**src/rtl/riscv_v_skid_stage.sv**
```systemverilog
// rtl/riscv_v_skid_stage.sv - 2-entry valid/ready skid buffer for the vector datapath
//
// Purpose:
//   Elastic pipeline stage that runs at one beat per cycle. in_ready, out_valid
//   and count are decoded only from the state register, so out_ready never
//   reaches in_ready combinationally. data_out comes straight from the main
//   register, which always holds the oldest beat.
//
// Ports:
//   clk        rising-edge clock
//   rst_n      asynchronous active-low reset
//   flush      synchronous discard of all held beats (beats firing this cycle are dropped)
//   in_valid   producer presents a beat
//   in_ready   stage can accept a beat (state decode)
//   data_in    producer payload
//   out_valid  stage presents a beat (state decode)
//   out_ready  consumer accepts a beat
//   data_out   payload of the oldest held beat
//   count      occupancy 0..2
module riscv_v_skid_stage #(
  parameter int                    DATA_WIDTH = 32,
  parameter logic [DATA_WIDTH-1:0] RST_VAL    = '0
) (
  input  logic                  clk,
  input  logic                  rst_n,
  input  logic                  flush,
  input  logic                  in_valid,
  output logic                  in_ready,
  input  logic [DATA_WIDTH-1:0] data_in,
  output logic                  out_valid,
  input  logic                  out_ready,
  output logic [DATA_WIDTH-1:0] data_out,
  output logic [1:0]            count
);

  localparam logic [1:0] S_EMPTY = 2'd0;
  localparam logic [1:0] S_HALF  = 2'd1;
  localparam logic [1:0] S_FULL  = 2'd2;

  logic [1:0]            r_state;
  logic [1:0]            w_state_nxt;
  logic [DATA_WIDTH-1:0] r_main;
  logic [DATA_WIDTH-1:0] r_skid;
  logic [DATA_WIDTH-1:0] w_main_nxt;
  logic [DATA_WIDTH-1:0] w_skid_nxt;
  logic                  w_in_fire;
  logic                  w_out_fire;

  assign w_in_fire  = in_valid & in_ready;
  assign w_out_fire = out_valid & out_ready;

  // State and payload registers.
  always_ff @(posedge clk or negedge rst_n) begin
    if (!rst_n) begin
      r_state <= S_EMPTY;
      r_main  <= RST_VAL;
      r_skid  <= RST_VAL;
    end else begin
      r_state <= w_state_nxt;
      r_main  <= w_main_nxt;
      r_skid  <= w_skid_nxt;
    end
  end

  // Next state and payload steering. Flush overrides every handshake.
  always_comb begin
    w_state_nxt = r_state;
    w_main_nxt  = r_main;
    w_skid_nxt  = r_skid;
    if (flush) begin
      w_state_nxt = S_EMPTY;
      w_main_nxt  = RST_VAL;
      w_skid_nxt  = RST_VAL;
    end else begin
      case (r_state)
        S_EMPTY: begin
          if (w_in_fire) begin
            w_state_nxt = S_HALF;
            w_main_nxt  = data_in;
          end
        end
        S_HALF: begin
          if (w_in_fire && w_out_fire) begin
            w_main_nxt = data_in;
          end else if (w_in_fire) begin
            // Consumer stalled: park the younger beat behind main.
            w_state_nxt = S_FULL;
            w_skid_nxt  = data_in;
          end else if (w_out_fire) begin
            w_state_nxt = S_EMPTY;
          end
        end
        S_FULL: begin
          if (w_out_fire) begin
            w_state_nxt = S_HALF;
            w_main_nxt  = r_skid;
          end
        end
        default: begin
          // Unused encoding: recover to EMPTY on the next edge.
          w_state_nxt = S_EMPTY;
        end
      endcase
    end
  end

  // Output decode from the state register only.
  always_comb begin
    in_ready  = 1'b1;
    out_valid = 1'b0;
    count     = 2'd0;
    case (r_state)
      S_HALF: begin
        out_valid = 1'b1;
        count     = 2'd1;
      end
      S_FULL: begin
        in_ready  = 1'b0;
        out_valid = 1'b1;
        count     = 2'd2;
      end
      default: begin
        in_ready  = 1'b1;
        out_valid = 1'b0;
        count     = 2'd0;
      end
    endcase
  end

  assign data_out = r_main;

endmodule

```
**config.mk**
```make
export PLATFORM = sky130hd
export DESIGN_NAME = riscv_v_skid_stage
export DESIGN_NICKNAME = d
export VERILOG_FILES = /design/src/rtl/riscv_v_skid_stage.sv
export SDC_FILE = /design/constraint.sdc
export NUM_CORES = 1
export LEC_CHECK = 0
export CELL_PAD_IN_SITES_DETAIL_PLACEMENT = 1
export CELL_PAD_IN_SITES_GLOBAL_PLACEMENT = 2
export CORE_MARGIN = 2
export CORE_UTILIZATION = 33
export DETAILED_ROUTE_END_ITERATION = 6
export PLACE_DENSITY = 0.9
export SYNTH_ARGS = -nofsm -noshare
export SYNTH_HDL_FRONTEND = slang
export SYNTH_SLANG_ARGS = --single-unit
```
**constraint.sdc**
```tcl
create_clock -name clk -period 2.6 [get_ports clk]
set_input_delay 0.52 -clock clk [delete_from_list [all_inputs] [get_ports clk]]
set_output_delay 0.52 -clock clk [all_outputs]
set_load 0.03 [all_outputs]
```
# Word level (Yosys, flattened, before mapping)
# Cells that the tools add are included.
word_totals:
  in_bits: 37
  word_cells: 40
  regBits: 66
op_classes:
  eq_ne: 8
  bitwise_logic: 2
  muxes: 18
  n_reduce_logical: 9
op_table:
  columns: ["cell", "n"]
  rows:
  - ["2-to-1 mux 32 bit", 7]
  - ["case mux 32 bit (3 select lines)", 1]
  - ["2-to-1 mux 2 bit", 6]
  - ["!= test 3 bit (second input constant)", 4]
  - ["AND reduction 4 bit", 2]
  - ["case mux 2 bit (3 select lines)", 1]
  - ["!= test 4 bit (second input constant)", 1]
  - ["case mux 2 bit (2 select lines)", 1]
  - ["nonzero test 2 bit", 2]
  - ["nonzero test 4 bit", 1]
  - ["AND reduction 3 bit", 1]
  - ["AND 1 bit", 2]
  - ["equality test 2 x 1 -> 1 bit (second input constant)", 1]
  - ["equality test 2 bit (second input constant)", 1]
  - ["zero test 2 bit", 1]
  - ["2-to-1 mux 1 bit", 2]
  - ["!= test 2 bit (second input constant)", 1]
  - ["OR reduction 2 bit", 1]
  - ["logical AND 1 bit", 1]

# Logic depth before layout (Yosys ltp)
# Gate-level depths: netlist of run 1.
depth:
  word_depth: 9
  mapped_depth: 8
  mapped_depth_nobuf: 6

# Worst setup path after synthesis of run 1
# No wires, ideal clock.
synth_timing:
  path_kind: "reg2reg"
  start: "register r_state[0]"
  end: "register r_main[1], in the netlist data_out[1]"
  arrival_time_ns: 2.144
  setup_ns: 0.126
  path_slack_ns: 0.330
  t_required_ns: 2.474
  path_stages_with_launch: 8
  n_path_buf: 1
  path_cell_list: "dfrtp_1 -> inv_1 -> ha_1 -> nand2_1 -> a221oi_4 -> buf_2 -> nor3b_1 -> a221o_1"
synth_via:
  elab_chain_cells: 7
synth_rtl:
  columns: ["item", "line", "text"]
  rows:
  - ["start, declared", "40", "logic [1:0] r_state;"]
  - ["start signal, assigned", "59", "r_state <= w_state_nxt;"]
  - ["equality test 2 bit / equality test 2 x 1 -> 1 bit (equally long branches)", "112", "case (r_state)"]
  - ["OR reduction 2 bit (no source line) *", null, null]
  - ["2-to-1 mux 1 bit *", "112", null]
  - ["net out_valid", "30", "output logic out_valid,"]
  - ["AND 1 bit *", "50", "assign w_out_fire = out_valid & out_ready;"]
  - ["logical AND 1 bit", "83", "if (w_in_fire && w_out_fire) begin"]
  - ["!= test 3 bit (no source line)", null, null]
  - ["AND reduction 4 bit (no source line) *", null, null]
  - ["end signal, assigned", "60", "r_main <= w_main_nxt;"]
  - ["end, declared", "42", "logic [DATA_WIDTH-1:0] r_main;"]
# Mark *: on every way through the listed nets, which the timed path passes. The rest lies on a longest branch.
# A chain may end at the register's enable or synchronous reset.

# Worst setup path after layout of run 1
layout_timing:
  start: "register r_state[1]"
  end: "output port count[0]"
layout_via:
  elab_chain_cells: 2
layout_rtl:
  columns: ["item", "line", "text"]
  rows:
  - ["equality test 2 bit / equality test 2 x 1 -> 1 bit (equally long branches)", "112", null]
  - ["case mux 2 bit (2 select lines) *", "112", null]
  - ["end, declared", "33", "output logic [1:0] count"]
# Mark *: on every way between the ends. The rest lies on a longest branch, timed or not.

==> results of run 1 <==
-- cells in the mapped netlist --
cell / number / share of area
dfrtp_1: 66 / 0.50
nor3_1: 33 / 0.050
a221o_1: 32 / 0.096
a22o_1: 32 / 0.084
mux2i_1: 32 / 0.096
nor3b_1: 32 / 0.072
clkbuf_1: 16 / 0.018
buf_2: 10 / 0.015
ha_1: 5 / 0.019
nor2_1: 4 / 0.0045
buf_1: 3 / 0.0034
buf_4: 3 / 0.0068
inv_1: 3 / 0.0034
a21oi_1: 2 / 0.0030
mux2_2: 2 / 0.0068
nand2b_1: 2 / 0.0038
a221oi_4: 1 / 0.0079
a222oi_1: 1 / 0.0030
nand2_1: 1 / 0.0011
nand2b_4: 1 / 0.0041
nor2b_1: 1 / 0.0019
o21ba_2: 1 / 0.0030
xnor2_1: 1 / 0.0026
-- state kept, by name, indices dropped and copies added, names as in the netlist --
signal    cells
r_skid       32
data_out     32
r_state       2
-- worst max-delay path, stage by stage (launching register included) --
cell,delay (ns)
dfrtp_1,0.44
inv_1,0.13
ha_1,0.32
clkdlybuf4s50_1,0.73
-- placed cells by master (no fill, tap or decap), drive strengths merged, types with 3 or more instances in the layout --
cell type       n
nor3           33
nor2            4
ha              5
a221o          32
buf            15
clkbuf         12
clkdlybuf4s50  69
a22o           32
nor3b          32
inv             3
mux2i          32
dfrtp          66
nand2b          3
-- kinds of logic (layout without fill, tap and decap cells) --
logic type | after synthesis | count (layout)
flops | 66 | 66
compound gates | 69 | 69
simple gates | 74 | 74
fa+ha+maj | 5 | 5
mux | 34 | 34
xor+xnor | 1 | 1
buf+inv | 35 | 103
-- per-stage QoR --
| stage | std cells | instance area (µm²) | hold WS (ns) | util |
|---|---|---|---|---|
| after CTS | 485 | 4409 | 0.2069 | 0.4511 |
| after global placement | 470 | 4224 | 0.4874 | 0.4322 |
| final | 485 | 4422 | 0.1919 | 0.4524 |
| after detailed placement | 470 | 4224 | 0.4908 | 0.4322 |
| after floorplan | 284 | 3334 | 0.2244 | - |
| after global routing | 485 | 4422 | 0.2071 | 0.4524 |
-- final timing paths --
| path | startpoint | to | slack (ns) | cells after the start |
|---|---|---|---|---|
| max | r_state[1] | count[0] | 0.13 | 3 |
| min | rst_n | data_out[28] | 0.19 | 1 |
| max reg2reg | r_state[0] | r_state[1] | 0.31 | 6 |
| min reg2reg | r_skid[18] | r_skid[18] | 0.51 | 1 |
| max in group asynchronous | rst_n | data_out[0] | 1.76 | 2 |
| min in group clk | r_skid[18] | r_skid[18] | 0.51 | 1 |
-- where the power goes --
| group | internal [mW] | switching [mW] |
|---|---|---|
| sequential | 1.32 | 0.232 |
| combinational | 0.960 | 1.22 |
| clock | 0.462 | 0.380 |
| total | 2.74 | 1.83 |
-- final cells by class --
type                       count  area, µm²  area share
clock buffer                  12      145.1     0.03282
multi-input combinational    183       1559      0.3526
clock inverter                 3      40.04    0.009055
sequential                    66       1652      0.3735
inverter                       3      11.26    0.002547
tap                          133      166.4     0.03763
timing repair buffer          85      848.3      0.1919
-- per-layer routing --
metal / vias up / global-route usage / part of all wire
li1: 1226 / - / -
met2: 63 / 0.2880 / 0.49
met1: 1370 / 0.2093 / 0.45
met5: - / 0 / 0
met4: 0 / 0.05888 / 0.016
met3: 10 / 0.04135 / 0.044
-- timing repair --
action | 4_1_cts | 5_1_grt
gates resized for setup | 0 | 2
setup endpoints to repair | 0 | 1
hold buffers | 0 | 0
==> out/qor.yml, run 1 <==
global_routing:
  grt_start_max_net_pins: 49
  globalRouteOverflowTotal: 0
  grt_usage: 0.1694
  antenna_found_initial: 0
  grt_first_pass_wirelength_um: 14660
  grt_pass1_vias: 2864
timing:
  worstMarginPinSlew_ns: 0.6222
  slew_violations: 0
  rsz0062_at_grt: "false"
  fmax_ghz: 0.4043
  final-hold-violation-count: 0
  min_period_ns: 2.474
  fin_ws_ns: 0.1265
  final.setup.tns_ns: 0
  setup_viol: 0
  finClkSkew_ns: 0.01047
  min_period_over_period: 0.9513
  max_slew_margin: 0.5852
power:
  total_leakage_power_nw: 1.810
  peakVddDrop_uv: 548.4
  p_per_area_nw_per_um2: 1035
  power_mw: 4.577
clock_tree:
  cts_root_buffer: "clkbuf_8"
  htree_levels: 3
  cts_tree: "yes"
  numCtsBuffers: 9
  post-cts-setup-buffers: 0
  worstSkewPairLatency_ns: 0.34
  clockBufferDepth: 2
  clk_pin_slew_ns: 0.07
  cts_sinks: 66
logic_synthesis:
  postSynthAreaPerCell_um2: 11.74
  synth_area_um2: 3334
  ys_seq_area_frac: 0.4953
  synth_nets: 326
  syn_inst: 284
  synth-warning-count: 0
  muxShareOfSynthArea: 0.1028
  synthAdderAreaFrac: 0.01876
  synth_compound_area_frac: 0.1970
  synth_top_family_by_area: "compound AO/OA/AOI/OAI gates"
  ys_seq_elements: 66
  synth_xor_area_frac: 0.002627
  synth.distinct_cells: 23
  post_synth_and_or_nand_nor_area_fraction: 0.1370
routing:
  ant_nets: 0
  wl_um: 8857
  viasPerCell: 5.503
  dr.pass1.iters: 4
  wire_per_inst_um: 18.26
  drc_errors: 0
  vias: 2669
  dr.first_iter.drc_count: 117
placed_design:
  hpwl_um: 5930
  gp_congestion: 0.7153
  portBuffers: 72
  post-place-ws_ns: 0.2818
die:
  rows: 36
  dieWidth_um: 104.5
  ios: 73
  start_util: 0.3411
  coreArea_um2: 9774
  die_h_um: 104.5
  dieArea_um2: 10920
final_layout:
  fillers: 1044
  post_route_cells_drive_above_1_share: 0.1023
  area_growth_pct: 32.61
  diodes: 0
  fin_nets: 390
worst_setup_path:
  arrival_ns: 1.95
  cp.required_ns: 2.08
  crit_type: "register to output port"
  endpoint_kind: "output port"
  worstPathMaxFanout: 4
  critPathLaunchType: "register"
flow_run:
  maxCapViolations: 0
outcome:
  status: "finished, final reports clean"
worst_hold_path:
  worst_hold_path_type: "input pin to async pin"
Note: power is estimated with default switching activity, not from simulation.
==> inputs of run 2 (changes only) <==
- CTS_CLUSTER_DIAMETER: not set -> 120
- CTS_CLUSTER_SIZE: not set -> 20
- MAX_ROUTING_LAYER: not set -> met4
==> run 2 against run 1 <==
  * Critical endpoint is now out_valid
  * Via count rose by 0.11%
  * Fmax is 0.35% higher
  * Clock skew is essentially flat
  * Register-to-register slack improved by 0.02 ns
  * Largest power group unchanged
  * Flip-flop and latch count did not move
  * Critical path type unchanged
  * Sequential power about the same
  * Design area unchanged
  * Total power barely moved
==> out/qor.yml, run 2 (synthesis results as in run 1) <==
timing:
  fin_ws_ns: 0.1350  # +0.008520 ns
  final-hold-violation-count: 0  # unchanged
  fmax_ghz: 0.4057  # +0.35%
  min_period_ns: 2.465  # -0.008520 ns
  worstMarginPinSlew_ns: 0.6241  # +0.001886 ns
  whs_ns: 0.1964  # +0.004467 ns
  finClkSkew_ns: 0.01065  # +0.0001833 ns
  max_slew_margin: 0.5839  # -0.001258
  rsz0062_at_grt: "false"
  min_period_over_period: 0.9481  # -0.003277
  setup_viol: 0  # unchanged
  slew_violations: 0  # unchanged
  final.setup.tns_ns: 0  # unchanged
worst_setup_path:
  slowest_delay_ns: 0.69  # -0.04 ns
  r2r_slack_ns: 0.33  # +0.02 ns
  crit_type: "register to output port"
  cp_top_family: "buffers and inverters"
  worstReg2RegEnd: "r_state[1]"
  path_buf_inv: 2  # unchanged
  critPathLaunchType: "register"
  worst-path-stages: 3  # unchanged
  worstPathMaxFanout: 4  # unchanged
  slowest_stage: "clkdlybuf4s50_1"
  endpoint_kind: "output port"
  critPathCapture: "out_valid"
  arrival_ns: 1.94  # about the same
  reg2reg_from: "r_state[0]"
  startpoint: "r_state[0]"
  cp.required_ns: 2.08  # about the same
  rr_worst_depth: 6  # unchanged
  path_cells: "inv_1 > ha_1 > clkdlybuf4s50_1"
final_layout:
  final_cell_mix: "clkdlybuf4s50_1, dfrtp_1, nor3_1"
  fillers: 1044  # unchanged
  fin_nets: 390  # unchanged
  final_util: 0.4524  # unchanged
  post_route_cells_drive_above_1_share: 0.1023  # unchanged
  area_growth_pct: 32.61  # unchanged
  layout_commonest_cell: "clkdlybuf4s50_1"
  instances_no_fill: 485  # unchanged
  diodes: 0  # unchanged
  final_area_um2: 4422  # unchanged
clock_tree:
  clockBufferDepth: 2  # unchanged
  htree_levels: 3  # unchanged
  cts_sinks: 66  # unchanged
  cts_hold_buf: 0  # unchanged
  cts_root_buffer: "clkbuf_8"
  worstSkewPairLatency_ns: 0.34  # about the same
  post-cts-setup-buffers: 0  # unchanged
  clk_pin_slew_ns: 0.07  # about the same
  numCtsBuffers: 9  # unchanged
  cts_tree: "yes"
placed_design:
  dpl.cell_count: 470  # unchanged
  portBuffers: 72  # unchanged
  gp_congestion: 0.7235  # +1.1%
  post-place-ws_ns: 0.2818  # unchanged
  hpwl_um: 5930  # unchanged
  placed_area_um2: 4224  # unchanged
routing:
  met3_wirelength_um: 372  # -5.6%
  ant_nets: 0  # unchanged
  viasPerCell: 5.509  # +0.11%
  vias: 2672  # +0.11%
  dr.first_iter.drc_count: 110  # -6.0%
  wl_met1_um: 3999  # +1.1%
  highest_layer: "met4"
  wl_um: 8859  # about the same
  route.met2.wl_um: 4361  # -0.11%
  wire_per_inst_um: 18.27  # about the same
  dr.pass1.iters: 4  # unchanged
  drc_errors: 0  # unchanged
die:
  coreArea_um2: 9774  # unchanged
  rows: 36  # unchanged
  start_util: 0.3411  # unchanged
  dieArea_um2: 10920  # unchanged
  die_h_um: 104.5  # unchanged
  ios: 73  # unchanged
  dieWidth_um: 104.5  # unchanged
global_routing:
  grt_usage: 0.1742  # +0.004739
  grt_start_max_net_pins: 49  # unchanged
  antenna_found_initial: 0  # unchanged
  grt_pass1_vias: 2860  # -0.14%
  grt_first_pass_wirelength_um: 14660  # unchanged
  globalRouteOverflowTotal: 0  # unchanged
outcome:
  status: "finished, final reports clean"
power:
  peakVddDrop_uv: 546.8  # -0.30%
  p_per_area_nw_per_um2: 1034  # about the same
  total_leakage_power_nw: 1.810  # unchanged
  power_mw: 4.573  # about the same
flow_run:
  maxCapViolations: 0  # unchanged
worst_hold_path:
  worst_hold_path_type: "input pin to async pin"
run 2: how the worst min path moves through the flow:
| stage | depth (start not counted) | startpoint | endpoint | slack, ns |
|---|---|---|---|---|
| finish | 1 | rst_n | data_out[28] | 0.20 |
| global route | 1 | rst_n | data_out[28] | 0.21 |
| CTS | 1 | rst_n | data_out[28] | 0.21 |
| detailed placement | 1 | r_skid[15] | r_skid[15] | 0.49 |
| global placement | 1 | r_skid[30] | r_skid[30] | 0.49 |
| floorplan | 0 | rst_n | data_out[0] | 0.22 |
run 2: per-layer routing:
layer,vias to the layer above,GRT usage
li1,1230,-
met2,67,0.2857
met5,-,-
met4,0,0.05888
met1,1364,0.2140
met3,11,0.03634
run 2: area by class of cell:
type	instances	area [µm²]	area share
flip-flops and latches	66	1652	0.3735
clock inverters	3	40.04	0.009055
repair buffers	85	848.3	0.1919
clock buffers	12	145.1	0.03282
multi-input cells	183	1559	0.3526
well taps	133	166.4	0.03763
inverters	3	11.26	0.002547
run 2: repair_timing:
item	4_1_cts	5_1_grt
hold endpoints to repair	0	0
setup endpoints to repair	0	1
gates resized for setup	0	2
run 2: where the power goes:
group | internal, mW | total (mW) | switching, mW
registers | 1.32 | 1.55 | 0.231
logic | 0.960 | 2.18 | 1.22
clock network | 0.462 | 0.838 | 0.376
total | 2.74 | 4.57 | 1.83
==> variant 1 (config.mk and constraints of run 1) <==
Change the parameter `DATA_WIDTH` from 32 to 48.
--- a/src/rtl/riscv_v_skid_stage.sv
+++ b/src/rtl/riscv_v_skid_stage.sv
@@ -20,3 +20,3 @@
 module riscv_v_skid_stage #(
-  parameter int                    DATA_WIDTH = 32,
+  parameter int                    DATA_WIDTH = 48,
   parameter logic [DATA_WIDTH-1:0] RST_VAL    = '0
Ports: changed (resized data_in and data_out); port bits go from 73 to 105. No check against the original RTL was run, so the function may have changed too.
==> variant 1 against run 1 <==
- worst setup slack lost 28 ps
- routed wire length grew 54%
- synthesized area grew 49%
- via count grew 45%
- cell area grew 46%
- combinational power grew 44%
- non-clock buffer count grew 34
- sequential cell count grew 32
- total power grew 48%
- global-route usage grew 1.1 points
- critical path type unchanged
==> variant 1: results (changes against run 1) <==
<table>
<tr><th>Metric</th><th>Value</th></tr>
<tr><th colspan="2">Run status</th></tr>
<tr><td>Outcome</td><td>completed</td></tr>
<tr><th colspan="2">Critical path</th></tr>
<tr><td>Reg-to-Reg Start</td><td>r_state[1]</td></tr>
<tr><td>Maximum single-stage delay on the critical path</td><td>600 ps (-130 ps)</td></tr>
<tr><td>R2R setup slack</td><td>180 ps (-130 ps)</td></tr>
<tr><td>End of the critical path</td><td>in_ready</td></tr>
<tr><td>Reg2reg end</td><td>data_out[18]</td></tr>
<tr><td>Number of cells on the worst reg-to-reg path</td><td>7 (+1)</td></tr>
<tr><td>Critical path fanouts, max</td><td>17 (+13)</td></tr>
<tr><td>Data arrival at the endpoint of the critical path</td><td>1980 ps (+30 ps)</td></tr>
<tr><td>Worst setup path start</td><td>r_state[0]</td></tr>
<tr><th colspan="2">Detailed routing</th></tr>
<tr><td>Metal-1 WL</td><td>6570 um (+66%)</td></tr>
<tr><td>Via count of the routed design</td><td>3877 (+45%)</td></tr>
<tr><td>Post-detailed-route wirelength per cell</td><td>20.0 um (+9.7%)</td></tr>
<tr><td>Wire length on met2</td><td>6460 um (+48%)</td></tr>
<tr><td>Met3 WL</td><td>440 um (+12%)</td></tr>
<tr><td>First-iteration detailed-routing DRC count</td><td>244 (+110%)</td></tr>
<tr><th colspan="2">Finish</th></tr>
<tr><td>Footprint of the multi-input gates</td><td>2230 um^2 (+43%)</td></tr>
<tr><td>Count of fill cells added during filler insertion</td><td>1513 (+45%)</td></tr>
<tr><th colspan="2">Synthesis</th></tr>
<tr><td>Main area contributors after synthesis</td><td>dfrtp_1 (49%), a221o_1 (9.7%), mux2i_1 (9.7%)</td></tr>
<tr><td>Mean post-synth cell area</td><td>12.0 um^2 (+2.5%)</td></tr>
<tr><td>Fraction of the yosys area taken by sequential cells</td><td>49.5% (-0.073 points)</td></tr>
<tr><th colspan="2">Place</th></tr>
<tr><td>GP Congestion</td><td>0.763 (+6.7%)</td></tr>
<tr><td>Pre-CTS WS</td><td>125 ps (-157 ps)</td></tr>
<tr><td>Buffers on Ports</td><td>104 (+44%)</td></tr>
<tr><td>Cells after DPL</td><td>667 (+42%)</td></tr>
<tr><td>HPWL after DPL</td><td>9140 um (+54%)</td></tr>
<tr><th colspan="2">GRT</th></tr>
<tr><td>GR Util All Layers</td><td>18.0% (+1.1 points)</td></tr>
<tr><td>Largest net degree at the start of global routing</td><td>65 (+33%)</td></tr>
<tr><td>Global-route wire length before repair</td><td>23000 um (+57%)</td></tr>
<tr><td>Vias in the first global route</td><td>4167 (+45%)</td></tr>
<tr><th colspan="2">Power and ir drop</th></tr>
<tr><td>Maximum resistive drop on vdd</td><td>698 uV (+27%)</td></tr>
<tr><td>Static Leak</td><td>2.62 nW (+45%)</td></tr>
<tr><th colspan="2">CTS</th></tr>
<tr><td>Root cell of the clock tree</td><td>clkbuf_16</td></tr>
<tr><th colspan="2">STA</th></tr>
<tr><td>Worst-case clock skew</td><td>6.10 ps (-4.37 ps)</td></tr>
</table>
-- variant 1: changes by cell type after synthesis, sizes merged --
cell and change:
clkbuf -4, buf +20, dfrtp +32, mux2i +16, nor3b +16, nor3 +16, a221o +16, a22o +16
-- variant 1: kinds of logic (layout without fill, tap and decap cells) --
logic type                 count (synthesis)  count (layout)  synth area share (%)
adders and majority gates                  5               5                  1.26
DFF                                       98              98                  49.5
buffers and inverters                     51             138                  6.26
and+or+nand+nor                          106             106                  13.4
AOI/OAI and AO/OA                        101             101                  19.3
muxes                                     50              50                  10.1
xor gates and xnor gates                   1               1                 0.177
-- variant 1: final cells by class --
class	instances	share of cell area (%)
clock inverters	2	0.155
multi-input cells	263	34.6
clock buffers	14	4.25
well taps	184	3.57
flip-flops and latches	98	38.0
inverters	3	0.175
repair buffers	119	19.2
-- variant 1: per-layer routing --
layer	GRT usage, %	vias to the layer above
met1	25.9	2015
li1	-	1761
met4	5.69	0
met2	28.0	86
met5	0	-
met3	2.83	15
-- variant 1: worst min path at each step --
| stage | from | end | slack, ps | depth (start not counted) |
|---|---|---|---|---|
| floorplan | rst_n | data_out[0] | 220 | 0 |
| global placement | r_skid[9] | r_skid[9] | 490 | 1 |
| detailed placement | r_skid[36] | r_skid[36] | 490 | 1 |
| CTS | rst_n | r_skid[19] | 230 | 1 |
| global route | rst_n | r_skid[18] | 250 | 1 |
| finish | rst_n | r_skid[19] | 210 | 1 |
-- variant 1: worst reg2reg max path, cell delays in order (launching register included) --
cell and delay [ps]:
dfrtp_1 450, inv_1 120, ha_1 360, nand2_1 200, a221oi_4 400, buf_4 370, nor3b_1 110, a221o_1 280
-- variant 1: power by group --
part           internal, mW  total, mW  switching, mW
Sequential             1.96       2.35          0.386
Combinational          1.37       3.13           1.76
Clock                 0.726       1.30          0.572
==> variant 2 (config.mk and constraints of run 1) <==
Made on the original files. Register the output `count`; this adds one clock of latency there. The other outputs are not delayed to match.
--- a/src/rtl/riscv_v_skid_stage.sv
+++ b/src/rtl/riscv_v_skid_stage.sv
@@ -38,2 +38,4 @@
   localparam logic [1:0] S_FULL  = 2'd2;
+
+  logic [1:0] count_d;
 
@@ -110,3 +112,3 @@
     out_valid = 1'b0;
-    count     = 2'd0;
+    count_d   = 2'd0;
     case (r_state)
@@ -114,3 +116,3 @@
         out_valid = 1'b1;
-        count     = 2'd1;
+        count_d   = 2'd1;
       end
@@ -119,3 +121,3 @@
         out_valid = 1'b1;
-        count     = 2'd2;
+        count_d   = 2'd2;
       end
@@ -124,3 +126,3 @@
         out_valid = 1'b0;
-        count     = 2'd0;
+        count_d   = 2'd0;
       end
@@ -131,2 +133,6 @@
 
+  always_ff @(posedge clk) begin
+    count <= count_d;
+  end
+
 endmodule
Formal check against the unedited RTL: not equivalent (Yosys sat finds a counterexample within 4 cycles, from zero or initial values and one cycle with rst_n low).
==> variant 2 against run 1 <==
- synthesized area grew 1.3%
- final cell count decreased by 0.41%
- total power up 5.7%
- sequential cell count increased by 2
- utilization grew 0.056 points
- cell area is 1.0% higher
- worst setup slack gained 37 ps
- routed wire length up 2.3%
==> variant 2: results (changes against run 1) <==
<table>
<tr><th>Metric</th><th>Value</th></tr>
<tr><th colspan="2">Place</th></tr>
<tr><td>Cells after DPL</td><td>467 (-0.64%)</td></tr>
<tr><td>HPWL after DPL</td><td>5820 um (-1.9%)</td></tr>
<tr><td>Placed Instance Area</td><td>4220 um^2 (about the same)</td></tr>
<tr><th colspan="2">Synthesis</th></tr>
<tr><td>Number of distinct standard cells referenced by the synthesized netlist</td><td>24 (+4.3%)</td></tr>
<tr><td>Net count of the mapped netlist</td><td>328 (+0.61%)</td></tr>
<tr><td>Post-synthesis async set-or-reset flop share</td><td>97.1% (-2.9 points)</td></tr>
<tr><td>Fraction of the yosys area taken by sequential cells</td><td>50.1% (+0.56 points)</td></tr>
<tr><th colspan="2">STA</th></tr>
<tr><td>Worst-case clock skew</td><td>10.0 ps (-0.461 ps)</td></tr>
<tr><td>Hold slack final</td><td>159 ps (-32.9 ps)</td></tr>
<tr><th colspan="2">GRT</th></tr>
<tr><td>GR Util All Layers</td><td>17.6% (+0.61 points)</td></tr>
<tr><td>Vias in the first global route</td><td>2939 (+2.6%)</td></tr>
<tr><td>GR Util met1</td><td>24.0% (+3.1 points)</td></tr>
<tr><td>Largest net degree at the start of global routing</td><td>68 (+39%)</td></tr>
<tr><td>Met3 Resource Use GR</td><td>3.43% (-0.70 points)</td></tr>
<tr><th colspan="2">Finish</th></tr>
<tr><td>Nets</td><td>387 (-0.77%)</td></tr>
<tr><td>Area growth, synth to finish</td><td>32.3%</td></tr>
<tr><td>Count of fill cells added during filler insertion</td><td>1040 (-0.38%)</td></tr>
<tr><th colspan="2">Power and ir drop</th></tr>
<tr><td>Maximum resistive drop on vdd</td><td>711 uV (+30%)</td></tr>
<tr><td>Static Leak</td><td>1.80 nW (-0.60%)</td></tr>
<tr><th colspan="2">Run status</th></tr>
<tr><td>Outcome</td><td>completed</td></tr>
<tr><th colspan="2">Critical path</th></tr>
<tr><td>Data arrival at the endpoint of the critical path</td><td>1920 ps (-30 ps)</td></tr>
<tr><td>R2R setup slack</td><td>240 ps (-70 ps)</td></tr>
<tr><td>Maximum single-stage delay on the critical path</td><td>700 ps (-30 ps)</td></tr>
<tr><th colspan="2">Detailed routing</th></tr>
<tr><td>Via-per-instance ratio</td><td>5.50 (-0.11%)</td></tr>
<tr><td>Via count of the routed design</td><td>2655 (-0.52%)</td></tr>
</table>
-- variant 2: changes by cell type after synthesis --
cell      delta
dfxtp_1      +2
buf_1        -1
buf_2        -1
buf_4        +1
clkbuf_1     +1
-- variant 2: worst max path at each step --
stage	from	to	slack (ps)
4_1_cts	r_state[0]	out_valid	130
5_1_grt	r_state[0]	r_skid[0]	60
3_3_place_gp	out_ready	data_out[6]	290
6_report	r_state[0]	out_valid	160
3_5_place_dp	in_valid	r_skid[0]	190
2_1_floorplan	r_state[0]	data_out[24]	360
-- variant 2: final cells by class --
cell class,count,share of cell area (%)
Inverter,3,0.252
Clock inverter,7,2.74
Tap cell,133,3.72
Clock buffer,9,2.77
Multi-Input combinational cell,183,34.6
Timing Repair Buffer,80,18.1
Sequential cell,68,37.9
-- variant 2: where the power goes --
part	switching, mW	total [mW]	internal (mW)
Sequential	0.230	1.59	1.36
Clock	0.448	1.09	0.644
Combinational	1.22	2.16	0.933
-- variant 2: metal layers --
metal,vias up,share of wire (%),routed length (um)
met5,-,0,0
met4,0,0.86,78
met3,10,3.1,279
met2,56,49,4400
met1,1366,48,4310
li1,1223,-,-
-- variant 2: kinds of logic after synthesis --
family | after synthesis | share of synthesized area [%]
flops | 68 | 50.1
mux | 34 | 10.2
xor+xnor | 1 | 0.259
buf+inv | 35 | 4.67
compound gates | 69 | 19.5
fa+ha+maj | 5 | 1.85
simple gates | 74 | 13.5
-- variant 2: worst max-delay path, delay by kind of cell (launching register included) --
family	cells	cell delay, ps
DFF	1	410
buffers and inverters	2	810
adders and majority gates	1	360
